## src/rtl/vram_console_writer.sv

```systemverilog
// vram_console_writer: turns a byte stream into VRAM writes for the LCD text
// layer. It keeps a cursor on a COLS x ROWS grid, handles CR/LF/BS, and blanks
// rows and the whole screen. Build option: CONSOLE_CLEAR_ON_RESET_EN makes
// the block clear the whole screen as soon as reset is released.
module vram_console_writer #(
  parameter int          COLS   = 60,
  parameter int          ROWS   = 17,
  parameter int          ADDR_W = 10,
  parameter logic [7:0]  BLANK  = 8'h20
) (
  input  logic              clk,
  input  logic              rst_n,
  input  logic              ch_valid,
  input  logic [7:0]        ch_data,
  output logic              ch_ready,
  input  logic              clr_req,
  output logic [ADDR_W-1:0] v_ada,
  output logic              v_cea,
  output logic [7:0]        v_din,
  output logic [5:0]        cur_col,
  output logic [4:0]        cur_row,
  output logic              busy
);

  typedef enum logic [1:0] {IDLE, CLR_ROW, CLR_ALL} state_t;

  localparam logic [ADDR_W-1:0] COLS_A    = ADDR_W'(COLS);
  localparam logic [ADDR_W-1:0] LAST_ADDR = ADDR_W'(COLS * ROWS - 1);
  localparam logic [5:0]        LAST_COL  = 6'(COLS - 1);
  localparam logic [4:0]        LAST_ROW  = 5'(ROWS - 1);

`ifdef CONSOLE_CLEAR_ON_RESET_EN
  localparam state_t RESET_STATE = CLR_ALL;
`else
  localparam state_t RESET_STATE = IDLE;
`endif

  state_t            state_q, state_d;
  logic [5:0]        col_q, col_d;
  logic [4:0]        row_q, row_d;
  logic [ADDR_W-1:0] base_q, base_d;   // row_base: row_q * COLS, kept by stepping
  logic [ADDR_W-1:0] waddr_q, waddr_d; // address walker for the clear sequences
  logic [ADDR_W-1:0] v_ada_q, v_ada_d;
  logic [7:0]        v_din_q, v_din_d;
  logic              v_cea_q, v_cea_d;

  logic [ADDR_W-1:0] cur_addr;
  logic [ADDR_W-1:0] nl_base;
  logic [4:0]        nl_row;
  logic              take_nl;

  assign cur_addr = base_q + ADDR_W'(col_q);

  // Next row and its base address, wrapping the last row back to the top
  always_comb begin
    if (row_q == LAST_ROW) begin
      nl_row  = '0;
      nl_base = '0;
    end else begin
      nl_row  = row_q + 5'd1;
      nl_base = base_q + COLS_A;
    end
  end

  // Next-state logic: byte decode, clear sequencing and the VRAM write port
  always_comb begin
    state_d = state_q;
    col_d   = col_q;
    row_d   = row_q;
    base_d  = base_q;
    waddr_d = waddr_q;
    v_ada_d = v_ada_q;
    v_din_d = v_din_q;
    v_cea_d = 1'b0;
    take_nl = 1'b0;

    if (clr_req) begin
      // Full clear wins over everything, including a pending byte
      state_d = CLR_ALL;
      waddr_d = '0;
      col_d   = '0;
      row_d   = '0;
      base_d  = '0;
    end else begin
      unique case (state_q)
        IDLE: begin
          if (ch_valid) begin
            unique case (ch_data)
              8'h0D: col_d = '0;
              8'h0A: take_nl = 1'b1;
              8'h08: begin
                if (col_q != 6'd0) begin
                  col_d   = col_q - 6'd1;
                  v_cea_d = 1'b1;
                  v_ada_d = cur_addr - ADDR_W'(1);
                  v_din_d = BLANK;
                end
              end
              default: begin
                v_cea_d = 1'b1;
                v_ada_d = cur_addr;
                v_din_d = ch_data;
                if (col_q == LAST_COL) take_nl = 1'b1;
                else                   col_d   = col_q + 6'd1;
              end
            endcase
          end
        end
        CLR_ROW: begin
          v_cea_d = 1'b1;
          v_ada_d = waddr_q;
          v_din_d = BLANK;
          if (waddr_q == base_q + (COLS_A - ADDR_W'(1))) state_d = IDLE;
          else                                           waddr_d = waddr_q + ADDR_W'(1);
        end
        CLR_ALL: begin
          v_cea_d = 1'b1;
          v_ada_d = waddr_q;
          v_din_d = BLANK;
          if (waddr_q == LAST_ADDR) begin
            state_d = IDLE;
            col_d   = '0;
            row_d   = '0;
            base_d  = '0;
          end else begin
            waddr_d = waddr_q + ADDR_W'(1);
          end
        end
        default: state_d = IDLE;
      endcase

      if (take_nl) begin
        col_d   = '0;
        row_d   = nl_row;
        base_d  = nl_base;
        waddr_d = nl_base;
        state_d = CLR_ROW;
      end
    end
  end

  // State and output registers; reset drops any write in flight at once
  always_ff @(posedge clk or negedge rst_n) begin
    if (!rst_n) begin
      state_q <= RESET_STATE;
      col_q   <= '0;
      row_q   <= '0;
      base_q  <= '0;
      waddr_q <= '0;
      v_ada_q <= '0;
      v_din_q <= '0;
      v_cea_q <= 1'b0;
    end else begin
      state_q <= state_d;
      col_q   <= col_d;
      row_q   <= row_d;
      base_q  <= base_d;
      waddr_q <= waddr_d;
      v_ada_q <= v_ada_d;
      v_din_q <= v_din_d;
      v_cea_q <= v_cea_d;
    end
  end

  assign ch_ready = (state_q == IDLE) && !clr_req;
  assign busy     = (state_q != IDLE);
  assign v_ada    = v_ada_q;
  assign v_din    = v_din_q;
  assign v_cea    = v_cea_q;
  assign cur_col  = col_q;
  assign cur_row  = row_q;

endmodule

```

## config.mk

```make
export PLATFORM = sky130hd
export DESIGN_NAME = vram_console_writer
export DESIGN_NICKNAME = d
export VERILOG_FILES = /design/src/rtl/vram_console_writer.sv
export SDC_FILE = /design/constraint.sdc
export NUM_CORES = 1
export LEC_CHECK = 0
export CORE_UTILIZATION = 58
export DETAILED_ROUTE_END_ITERATION = 10
export HOLD_SLACK_MARGIN = 0.06
export PLACE_DENSITY = 0.91
export SYNTH_ARGS = -nofsm -noshare
export SYNTH_HDL_FRONTEND = slang
export SYNTH_SLANG_ARGS = --single-unit
```

## constraint.sdc

```tcl
create_clock -name clk -period 3.6 [get_ports clk]
set_input_delay 0.72 -clock clk [delete_from_list [all_inputs] [get_ports clk]]
set_output_delay 0.72 -clock clk [all_outputs]
set_load 0.03 [all_outputs]
```

; ---- Word-level counts from Yosys, hierarchy flattened
; Index checks and enable logic that the tools add are counted.
[word_totals]
inputBits = 12
out_inout_bits = 32
elab_cells = 102
ff_bits = 52
[classes]
n_reduce_logical = 18
eq_ne = 21
addsub = 8
n_mux = 46
bitwise = 1
[ops]
columns = op, n
row1 = $mux 10, 11
row2 = $pmux 10 s2, 3
row3 = $mux 6, 6
row4 = $pmux 8 s2, 2
row5 = $mux 5, 5
row6 = $eq 8x4->1 const B, 3
row7 = $add 10x6->10 const B, 2
row8 = $ne 4x4->1 const B, 5
row9 = $pmux 6 s3, 1
row10 = $mux 8, 2
row11 = $pmux 6 s2, 1
row12 = $add 10x1->10 const B, 1
row13 = $add 10x6->10, 1
row14 = $eq 10x10->1, 1
row15 = $eq 10x10->1 const B, 1
row16 = $sub 10x1->10 const B, 1
row17 = $mux 2, 4
row18 = $reduce_bool 4->1, 2
row19 = $mux 1, 7
row20 = $add 6x1->6 const B, 1
row21 = $eq 6x6->1 const B, 1
row22 = $ne 6x3->1 const B, 1
row23 = $pmux 1 s2, 3
row24 = $pmux 2 s3, 1
row25 = 22 further kinds, 28

; ---- Logic depth before layout (Yosys ltp)
[depth]
ltp_word = 8
depth_mapped = 11

; ---- Worst setup path before layout
; No wires, ideal clock.
[synth_path]
path_type = input to register
from = input ch_data[4]
to = register col_q[5] (netlist: cur_col[5])
setup_slack_ps = 349
t_arrival_ps = 3132
t_required_ps = 3482
cell_stages = 11
path_cell_list = or4b_1 -> clkbuf_2 -> nor4_1 -> buf_2 -> ha_1 -> a211oi_1 -> o21bai_1 -> a21oi_1 -> xnor2_1 -> and4b_1 -> a21o_1
[synth_between]
elab_chain_len = 8
elab_cells_between_ends = 20
[synth_rtl]
columns = element, line
row1 = start: declaration, 14  ; input logic [7:0] ch_data,
row2 = $eq 8x4->1, 88  ; unique case (ch_data)
row3 = $reduce_or 2->1 (no line), -
row4 = $pmux 1 s2, 88
row5 = $mux 1, 87  ; if (ch_valid) begin
row6 = $mux 1, 85  ; unique case (state_q)
row7 = $mux 1, 77  ; if (clr_req) begin
row8 = $ne 6x3->1 (no line) (tied with other cells), -
row9 = $reduce_and 6->1 (no line) or $mux 6 (tied branches), -
row10 = end signal: assignment, 155  ; col_q <= col_d;
row11 = end: declaration, 39  ; logic [5:0] col_q, col_d;
; Parallel ways exist; a longest one is shown, timed or not. The select of a mux whose other input is x is not followed.
; A chain may end at the register's enable or synchronous reset.

; ---- Final worst setup path
; Ends and elaborated chain as after synthesis.

==> metrics.md <==
| Metric | Value |
|---|---|
| Post-synthesis sequential area ratio | `30.1%` |
| Final antenna diode count | `0` |
| DIE AREA | `7810 sq um` |
| Path type of the worst min-delay path | `reg2reg` |
| Number of core rows | `31` |
| Cells along the critical path | `clkdlybuf4s50_1 -> or4b_1 -> nor4_2 -> buf_4 -> ha_1 -> o21ai_0 -> o21bai_1 -> a21oi_1 -> xnor2_1 -> and4b_1 -> a21o_1` |
| Data arrival, critical path | `3510 ps` |
| Detailed placer's ending HPWL | `8.90 mm` |
| Most common flop cell mapped by yosys | `dfrtp_1` |
| # setup viols final | `0` |
| Number of global-route vias before repair | `4,031` |
| Count of antenna-violating nets left after detailed routing | `0` |
| Via density per instance | `6.52` |
| Crit-path max cell delay | `600 ps` |
| Status | `complete, no violations` |
| Number of optimization iterations in the first detailed-route pass | `5` |
| Setup repair after global routing missed its margin | `false` |
| Gp weighted congestion | `0.954` |
| Most used standard cells in the synthesized netlist | `dfrtp_1, nand2_1, nor2_1, xnor2_1, o21ai_0` |
| Ranking of synthesized cells by area | `dfrtp_1, ha_1, xnor2_1` |
| Growth of design area from synthesis to finish | `16.1%` |
| Inserted Clock Buffers | `5` |
| Count of instances resized after the clock tree is built | `0` |
| Setup crit end kind | `register` |
| Worst reg2reg endpoint | `state_q[0]` |
| Cell type with the highest aggregate area in the netlist | `dfrtp_1` |
| Final core utilization | `69.6%` |
| CTS Root Buffer Type | `clkbuf_8` |
| Average size of a mapped cell | `8.58 sq um` |
| Tcrit/Tclk final | `91.5%` |
| Mapped Nets | `539` |
| Clock sink count | `52` |
| Post-synthesis instance area | `4330 sq um` |
| Die Ht | `88.4 um` |
| Critical-path top delay cell | `or4b_1` |
| Final-layout setup total negative slack | `0 ps` |
| Hold_sp | `v_din[0]` |
| Minimum setup slack among reg-to-reg paths | `460 ps` |
| Number of nets in the final layout | `579` |
| GRT Residual Overflow | `0` |
| Average wire length per cell after detail routing | `18.6 um` |
| Delay-heaviest family, CP | `simple AND/OR/NAND/NOR gates` |
| DRC Markers | `0` |
| Number of levels the H-tree was split into | `2` |
| Initial antenna violation count | `0` |
| Required arrival time at the worst endpoint | `3820 ps` |
| Maximum frequency from static timing analysis | `304 MHz` |
| Path type of the worst setup path | `in2reg` |
| Transition time at the pin with the least slew margin | `973 ps` |
| Cell depth of the worst min-delay path | `2` |
| Vias | `4,202` |
| First-pass GRT wire length | `19.6 mm` |
| Die width | `88.4 um` |
| Buf/Inv on CP | `2` |
| Clock Latency Late Sink | `310 ps` |
| Startpoint kind of the worst setup timing path | `primary input` |
| Largest driver fanout on the critical path | `13` |
| Total of flip-flops plus latches after synthesis | `52` |
| Violation count after the first detailed-route iteration | `390` |
| Number of enable-type register cells in the synthesized netlist | `0` |
| Maximum number of pins on one net before global-route repair | `44` |
| Clock skew | `9.81 ps` |
| Min Clock Period, post-route | `3290 ps` |
| Clock transition at the register clock pins on the worst setup and hold paths after CTS | `100 ps` |
| Yosys warning total | `0` |
| Std-Cell Core Area | `7210 sq um` |
| Number of buffers added to fix hold violations after cts | `0` |
| Post-CTS Setup Repair Bufs | `0` |
| Boundary Pins | `44` |
| Share of final-layout standard cells stronger than drive strength 1 | `9.91%` |
| Slew Viols, Final | `0` |
| Proportion of register bits with asynchronous set or reset after synthesis | `100%` |
| TritonCTS clock tree | `yes` |
| Combined global-route utilization of all metal layers | `32.4%` |
| Maximum clock path buffer count | `2` |
| Routed WL | `12.0 mm` |
| Initial core utilization | `60.0%` |
| Cell count after synthesis | `504` |
| Reg2reg path depth | `8` |
| Beginning of the worst register-to-register path | `base_q[3]` |
| PD cells | `258 nW/um^2` |
| Count of buffers inserted at the top-level ports | `43` |
| Worst max-slew margin expressed relative to the limit | `35.1%` |
| Top cell type's share of synthesized area | `30.1%` |
| Worst path depth | `11` |
| Number of distinct library cell variants in the gate-level netlist after synthesis | `68` |
| Leakage power | `2.15 nW` |
| Peak VDD IR | `179 uV` |
| Max-cap violations | `0` |
| Cell with the most instances after synthesis | `dfrtp_1` |
| WHS Endpoint | `v_din[0]` |
| Endpoints failing hold | `0` |
[cells by family after synthesis]
kind of cell               count (synthesis)  synth area share [%]
AOI/OAI and AO/OA                        126                  20.1
DFF                                       52                  30.1
muxes                                     22                  5.78
and+or+nand+nor                          192                  24.4
xor gates and xnor gates                  38                  7.69
adders and majority gates                 23                  7.00
buffers and inverters                     51                  4.92
[area by class of cell]
cell class	instances	area, sq um
clock inverter	2	38.8
sequential	52	1300
clock buffer	6	82.6
multi-input combinational	401	2820
inverter	23	86.3
tap	99	124
fill	583	2190
timing repair buffer	61	573
[worst min-delay path, stage by stage (launching register included)]
cell and delay [ps]:
dfrtp_1 360, nand2_1 50, nand2_1 50
[where the power goes]
part / total, mW / internal, mW / switching, mW
Clock: 0.435 / 0.228 / 0.207
Sequential: 0.627 / 0.605 / 0.0221
Combinational: 0.234 / 0.0947 / 0.139
Total: 1.30 / 0.927 / 0.369
[routing by layer]
layer | vias to the layer above | share of wire, % | track usage [%]
li1 | 1925 | - | -
met1 | 1998 | 40 | 41.5
met2 | 239 | 49 | 55.3
met3 | 40 | 8.8 | 5.50
met4 | 0 | 2.4 | 11.0
met5 | - | 0 | 0
[per-stage QoR]
step | power, mW | cells | area [sq um] | worst slack (ps) | hold slack (ps)
after floorplan | 0.772 | 504 | 4330 | 349 | 424
after global placement | 0.863 | 636 | 4900 | 111 | 449
after detailed placement | 0.870 | 636 | 4900 | -1.85 | 457
after CTS | 1.30 | 644 | 5020 | 325 | 481
after global routing | 1.34 | 644 | 5020 | 122 | 514
final | 1.30 | 644 | 5020 | 307 | 480
[worst max path at each step]
stage	from	end	slack [ps]
3_3_place_gp	ch_data[4]	cur_col[5]	110
5_1_grt	ch_data[4]	cur_col[5]	120
3_5_place_dp	ch_data[4]	cur_col[5]	-2
6_report	ch_data[4]	cur_col[5]	310
2_1_floorplan	ch_data[4]	cur_col[5]	350
4_1_cts	ch_data[4]	cur_col[5]	330
[placed cells by master, fill, tap and decap left out, types with 8 or more instances in the layout]
cell type         n
nand2b_1          9
dfrtp_1          52
a211oi_1         12
a21oi_1          21
xnor2_1          29
o21ai_0          27
nand3_1          19
nand2_1          40
mux2_2            8
mux2i_1          10
inv_1            23
nor2_1           39
buf_4            17
nand3b_1          8
ha_1             21
nor3_1           18
clkdlybuf4s50_1  42
xor2_1            9
or3_1             8
[sequential cells by signal, summed over array words and instances, names as in the netlist]
register and count:
base_q 10, cur_col 6, cur_row 5, state_q 2
v_ada 10, v_cea 1, v_din 8, waddr_q 10
(Power assumes the default switching activity.)
